### src/rtl/bias_buffer_writer.sv
// Per-layer bias store, write side: takes a bias byte stream over valid/ready,
// fills a register-file buffer in order, flags done/error, serves registered reads.
module bias_buffer_writer #(
    parameter int DEPTH  = 64,
    parameter int ADDR_W = 6,
    parameter int DATA_W = 8
) (
    input  logic              clk,
    input  logic              rst_n,
    input  logic              load_start,
    input  logic              wr_valid,
    output logic              wr_ready,
    input  logic [DATA_W-1:0] wr_data,
    input  logic              wr_last,
    output logic              load_done,
    output logic              load_err,
    output logic [ADDR_W:0]   word_count,
    input  logic [ADDR_W-1:0] rd_addr,
    output logic [DATA_W-1:0] rd_data
);

    typedef enum logic [1:0] {
        IDLE = 2'd0,
        LOAD = 2'd1,
        DONE = 2'd2
    } state_t;

    localparam logic [ADDR_W:0] LAST_IDX = (ADDR_W+1)'(DEPTH - 1);

    state_t state, state_next;

    logic [DATA_W-1:0] mem [DEPTH];

    logic beat;
    logic at_end;
    logic clr;
    logic wr_en;
    logic finish;
    logic err_set;

    assign wr_ready = (state == LOAD);
    assign beat     = wr_valid & wr_ready;
    assign at_end   = (word_count == LAST_IDX);

    // State register
    always_ff @(posedge clk or negedge rst_n) begin
        if (!rst_n) begin
            state <= IDLE;
        end else begin
            state <= state_next;
        end
    end

    // Next state and per-cycle control strobes; a restart outranks a same-cycle beat
    always_comb begin
        state_next = state;
        clr        = 1'b0;
        wr_en      = 1'b0;
        finish     = 1'b0;
        err_set    = 1'b0;
        unique case (state)
            IDLE: begin
                if (load_start) begin
                    state_next = LOAD;
                    clr        = 1'b1;
                end
            end
            LOAD: begin
                if (load_start) begin
                    clr = 1'b1;
                end else if (beat) begin
                    wr_en = 1'b1;
                    if (wr_last || at_end) begin
                        state_next = DONE;
                        finish     = 1'b1;
                        err_set    = wr_last ^ at_end;
                    end
                end
            end
            DONE: begin
                if (load_start) begin
                    state_next = LOAD;
                    clr        = 1'b1;
                end
            end
            default: begin
                state_next = IDLE;
            end
        endcase
    end

    // Byte counter and completion/error flags
    always_ff @(posedge clk or negedge rst_n) begin
        if (!rst_n) begin
            word_count <= '0;
            load_done  <= 1'b0;
            load_err   <= 1'b0;
        end else if (clr) begin
            word_count <= '0;
            load_done  <= 1'b0;
            load_err   <= 1'b0;
        end else begin
            if (wr_en) begin
                word_count <= word_count + (ADDR_W+1)'(1);
            end
            if (finish) begin
                load_done <= 1'b1;
                load_err  <= err_set;
            end
        end
    end

    // Bias storage, cleared on reset, written in arrival order
    always_ff @(posedge clk or negedge rst_n) begin
        if (!rst_n) begin
            for (int i = 0; i < DEPTH; i++) begin
                mem[i] <= '0;
            end
        end else if (wr_en) begin
            mem[word_count[ADDR_W-1:0]] <= wr_data;
        end
    end

    // Registered read; sees the pre-write value on a same-entry collision
    always_ff @(posedge clk or negedge rst_n) begin
        if (!rst_n) begin
            rd_data <= '0;
        end else begin
            rd_data <= mem[rd_addr];
        end
    end

endmodule

### config.mk
export PLATFORM = sky130hd
export DESIGN_NAME = bias_buffer_writer
export DESIGN_NICKNAME = d
export VERILOG_FILES = /design/src/rtl/bias_buffer_writer.sv
export SDC_FILE = /design/constraint.sdc
export NUM_CORES = 1
export LEC_CHECK = 0
export BUFFER_PORTS_ARGS = -buffer_cell sky130_fd_sc_hd__buf_2
export CAP_MARGIN = 30
export CORE_ASPECT_RATIO = 1.5
export CORE_UTILIZATION = 60
export CTS_CLUSTER_DIAMETER = 150
export CTS_CLUSTER_SIZE = 8
export DETAILED_ROUTE_END_ITERATION = 10
export GPL_TIMING_DRIVEN = 0
export PLACE_DENSITY = 0.76
export SETUP_SLACK_MARGIN = 0.3
export SLEW_MARGIN = 20
export SYNTH_ARGS = -nofsm -noshare
export SYNTH_HDL_FRONTEND = slang
export SYNTH_SLANG_ARGS = --single-unit
### constraint.sdc
create_clock -name clk -period 4.6 [get_ports clk]
set_input_delay 1.15 -clock clk [delete_from_list [all_inputs] [get_ports clk]]
set_output_delay 1.15 -clock clk [all_outputs]
set_load 0.01 [all_outputs]
== Word level (Yosys, flattened, before mapping) ==
Index checks and enable logic that the tools add are counted.
Storage, ports and cells
  logic and storage cells: 122
  bits of input ports: 19
  output and inout port bits: 18
  bits in registers: 531
Cells by class
  multiplexer cells: 30
  reduce and logical (&&, ||, !) cells: 8
  add/subtract/negate cells: 1
  equal/unequal tests: 7
  bitwise gates (word level): 4
  $lt $le $gt $ge: 3
Operators with widths (number)
  bitwise mux 512 bit: 1
  binary-select mux 8 bit (select 6 bit): 1
  demux 8 bit (select 6 bit): 1
  2-to-1 mux 8 bit: 3
  2-to-1 mux 1 bit: 17
  greater-or-equal comparator 7 bit, second input constant: 2
  2-to-1 mux 7 bit: 2
  inverter 6 -> 7 bit: 2
  2-to-1 mux 2 bit: 4
  adder 7 x 1 -> 7 bit, second input constant: 1
  equality test 7 x 6 -> 1 bit, second input constant: 1
  less-than comparator 7 x 1 -> 1 bit, second input constant: 1
  inequality test 2 x 1 -> 1 bit, second input constant: 3
  case mux 2 bit (2 select lines): 1
  AND reduction 4 bit: 1
  nonzero test 2 bit: 2
  OR reduction 3 bit: 1
  equality test 2 x 1 -> 1 bit, second input constant: 1
  equality test 2 bit, second input constant: 1
  logical NOT 2 bit: 1
  inequality test 2 bit, second input constant: 1
  OR reduction 2 bit: 1
  bitwise AND 1 bit: 1
  logical AND 1 bit: 1
  other kinds (2): 2

== Longest topological paths before layout ==
  depth in word-level cells: 8
  depth in mapped cells: 9
  depth with buffers taken out: 6

== Worst setup path after synthesis ==
OpenSTA, ideal clock, no wires.
  path type: input -> register
  start: input port rd_addr[1]
  end: register rd_data[3]
  setup time: 0.122 ns
  data arrival time: 2.706 ns
  data required time: 4.478 ns
  path slack: 1.772 ns
  stages: 8
  path buffers: 4
  cells stage by stage: buf_6 buf_6 buf_2 buf_2 mux4_2 a221oi_1 o21ai_0 a32o_1
On the way
  cells in the longest elaborated chain, start to end: 4
RTL lines
  from (decl): line 18  | input logic [ADDR_W-1:0] rd_addr,
  inverter 6 -> 7 bit (implied by the code): line 129  | rd_data <= mem[rd_addr];
  binary-select mux 8 bit (select 6 bit): line 129
  2-to-1 mux 8 bit (implied by the code) (2 in a row): line 129
  to (signal assigned): line 129
  to (decl): line 19  | output logic [DATA_W-1:0] rd_data
Every way passes these cells. The select of a mux whose other input is x is not followed.
A chain may end at the register's enable or synchronous reset.

== Final worst setup path ==
  start: input port rd_addr[2]
  end: register rd_data[4]
Same word-level chain as after synthesis.

==> flow_metrics.py <==
metrics = {
    "routing": {
        "route.vias.total": 14418,
        "vias_per_cell": 6.626,
        "drc_errors": 2,
        "ant_nets": 0,
        "first_pass_iters": 10,
        "routedWlPerCell_um": 30.40,
        "drtIter0Drc": 1193,
        "routed_wl_um": 66150,
    },
    "global_route": {
        "grt.busiest_layer": "met2",
        "antenna_found_initial": 1,
        "grt_usage_pct": 33.60,
        "use_met1_pct": 41.10,
        "grt_max_degree": 107,
        "grt_util_met2_pct": 56.03,
        "grt_overflow": 0,
        "grtUsageMet3_pct": 6.016,
        "grt_pass1_wl_um": 100700,
        "grt_pass1_vias": 15639,
    },
    "logic_synthesis": {
        "synth.most_common_cell": "dfrtp_1",
        "yosysWarningCount": 0,
        "avgSynthCellArea_sq_um": 15.59,
        "syn_nets": 1580,
        "synthArstFlopShare_pct": 100.0,
        "synth_flop_cell": "dfrtp_1",
        "ys_top_cells_by_area": "dfrtp_1 (55%), mux2_2 (23%), mux4_2 (12%), clkbuf_1 (1.0%), mux2i_1 (1.0%)",
        "synth_largest_area_cell": "dfrtp_1",
        "synth.ff_latch_count": 531,
        "synth-edff-count": 0,
        "synth_common_cells": "dfrtp_1 (531), mux2_2 (507), mux4_2 (127)",
        "ys_types": 51,
        "yosysTopAreaCellShare_pct": 54.66,
        "yosysSeqAreaShare_pct": 54.66,
        "syn_inst": 1559,
        "syn-cell-area_sq_mm": 0.02431,
    },
    "clocking": {
        "h-tree-depth": 3,
        "cts_setup_buffers": 0,
        "clock_path_buffers": 3,
        "cts.sinks": 531,
        "clk_latency_ps": 590,
        "numCtsBuffers": 76,
        "hold_buffers": 0,
        "cts_root_buffer": "clkbuf_16",
        "cts_resized": 0,
        "clk_pin_slew_ps": 50,
        "cts_tree": "yes",
    },
    "sta": {
        "grt_setup_unrepaired": "false",
        "drv_slew": 0,
        "finalHoldViolCount": 0,
        "fin_setup_tns_ps": 0,
        "fin_crit_ps": 3378,
        "slew_headroom_pct": 32.76,
        "fin_worst_skew_ps": 15.90,
        "fin_ws_ps": 1222,
        "fmax_ghz": 0.2960,
        "finalCritPeriodShare_pct": 73.43,
        "finalSetupViolations": 0,
        "tightest_slew_ps": 1009,
    },
    "power": {
        "pwr-share-seq_pct": 46.6,
        "p_sw_share_pct": 22.83,
        "p_clk_share_pct": 46.9,
        "p_sw_mw": 2.368,
        "vdd_drop_max_v": 0.0003121,
        "p_comb_share_pct": 6.5,
        "finalPower_mw": 10.37,
        "p_leak_nw": 13.11,
        "p_int_mw": 8.006,
        "power_density_mw_per_mm2": 381.3,
    },
    "critical_path": {
        "required_ps": 5060,
        "worstSetupStartpointType": "primary input",
        "cp-end-kind": "flop",
        "critPathMaxFanout": 10,
        "crit_type": "primary input to flop",
        "arrival_ps": 3840,
    },
    "place": {
        "gp_congestion": 1.006,
        "place_hpwl_um": 45760,
        "portBuffers": 25,
        "pre_cts_ws_ps": 753.5,
        "place_area_sq_mm": 0.02522,
    },
    "layout": {
        "antennaDiodeCount": 0,
        "finalInstanceArea_sq_mm": 0.02721,
        "fin_nets": 1688,
        "finalCoreUtilization_pct": 67.87,
        "area_growth_pct": 11.93,
        "drive_gt1_share_pct": 50.18,
    },
    "flow_run": {
        "cap_violations": 0,
    },
    "floorplan": {
        "pin_count": 37,
        "die-height_um": 248.5,
        "dieWidth_um": 166.4,
        "design.core.area_sq_mm": 0.04009,
        "num_rows": 90,
        "die_area_sq_mm": 0.04134,
        "initial_utilization_pct": 60.64,
    },
    "run_status": {
        "violations": "DRC",
        "outcome": "finished with violations",
    },
    "min_path": {
        "holdCritPathClass": "flop to flop",
    },
}
[path summary, 6_finish.rpt]
check,startpoint,cells past startpoint,to,slack [ps]
setup reg to reg,word_count[3],4,mem[59],1920
max in group asynchronous,rst_n,4,mem[94],2130
hold / removal,load_done,1,load_done,470
setup / recovery,rd_addr[2],7,rd_data[4],1220
min in group asynchronous,rst_n,1,mem[300],610
hold reg to reg,load_done,1,load_done,470
[area by class of cell]
cell class              count  area (sq um)
plain buffers             121         551.8
clock buffers              79          1977
clock inverters             2         16.27
fillers                  2771         12880
inverters                   2         7.507
multi-input cells         905         10460
flip-flops and latches    531         13290
well taps                 506         633.1
repair buffers             30         272.8
[power by group through the flow]
stage	sequential, mW	combinational, mW	clock [mW]
after floorplan	4.89	0.356	0
after global placement	4.90	0.643	0
after detailed placement	4.91	0.671	0
after CTS	4.83	0.674	4.93
after global routing	4.84	0.714	5.12
final	4.83	0.671	4.87
[logic make-up after synthesis]
family | Yosys count | share of synthesized area, %
AO/OA/AOI/OAI | 75 | 2.131
buffers and inverters | 123 | 2.301
AND/OR/NAND/NOR | 155 | 3.814
flip-flops | 531 | 54.66
adder cells (fa/ha/maj) | 2 | 0.1029
XOR/XNOR | 6 | 0.2162
multiplexers | 667 | 36.77
[layout by cell type, fill, tap and decap left out, drive strengths merged, types with 5 or more instances in the layout]
cell	Yosys	final
dfrtp	531	531
mux2	513	513
clkbuf	67	146
mux4	129	129
buf	54	84
nand2	52	52
nor2	46	46
mux2i	25	25
o21ai	17	17
a21oi	14	14
o221ai	12	12
nand3	9	9
nand2b	8	8
o22ai	8	8
nor2b	7	7
a221oi	6	6
o22a	5	5
a32o	5	5
nand3b	5	5
[metrics by stage]
step	std cells	hold WS [ps]
2_1_floorplan	1559	452.6
3_3_place_gp	2090	455.0
3_5_place_dp	2095	463.9
4_1_cts	2176	474.8
5_1_grt	2176	488.2
6_report	2176	470.3
[routing by layer]
metal	wire length, um	share of wire, %	vias up
li1	-	-	5985
met1	24900	38	7735
met2	33330	50	496
met3	3752	5.7	200
met4	4159	6.3	2
met5	16	0.024	-
[sequential cells by signal, indices dropped and copies added, names as in the netlist]
name,flops
rd_data,8
state,2
mem,512
load_err,1
word_count,7
load_done,1
[critical path: stages]
cell,delay [ps]
buf_2,210
buf_2,340
buf_2,400
buf_2,350
clkbuf_1,530
o21ai_0,420
a32o_1,400
Note: power is estimated with default switching activity, not from simulation.
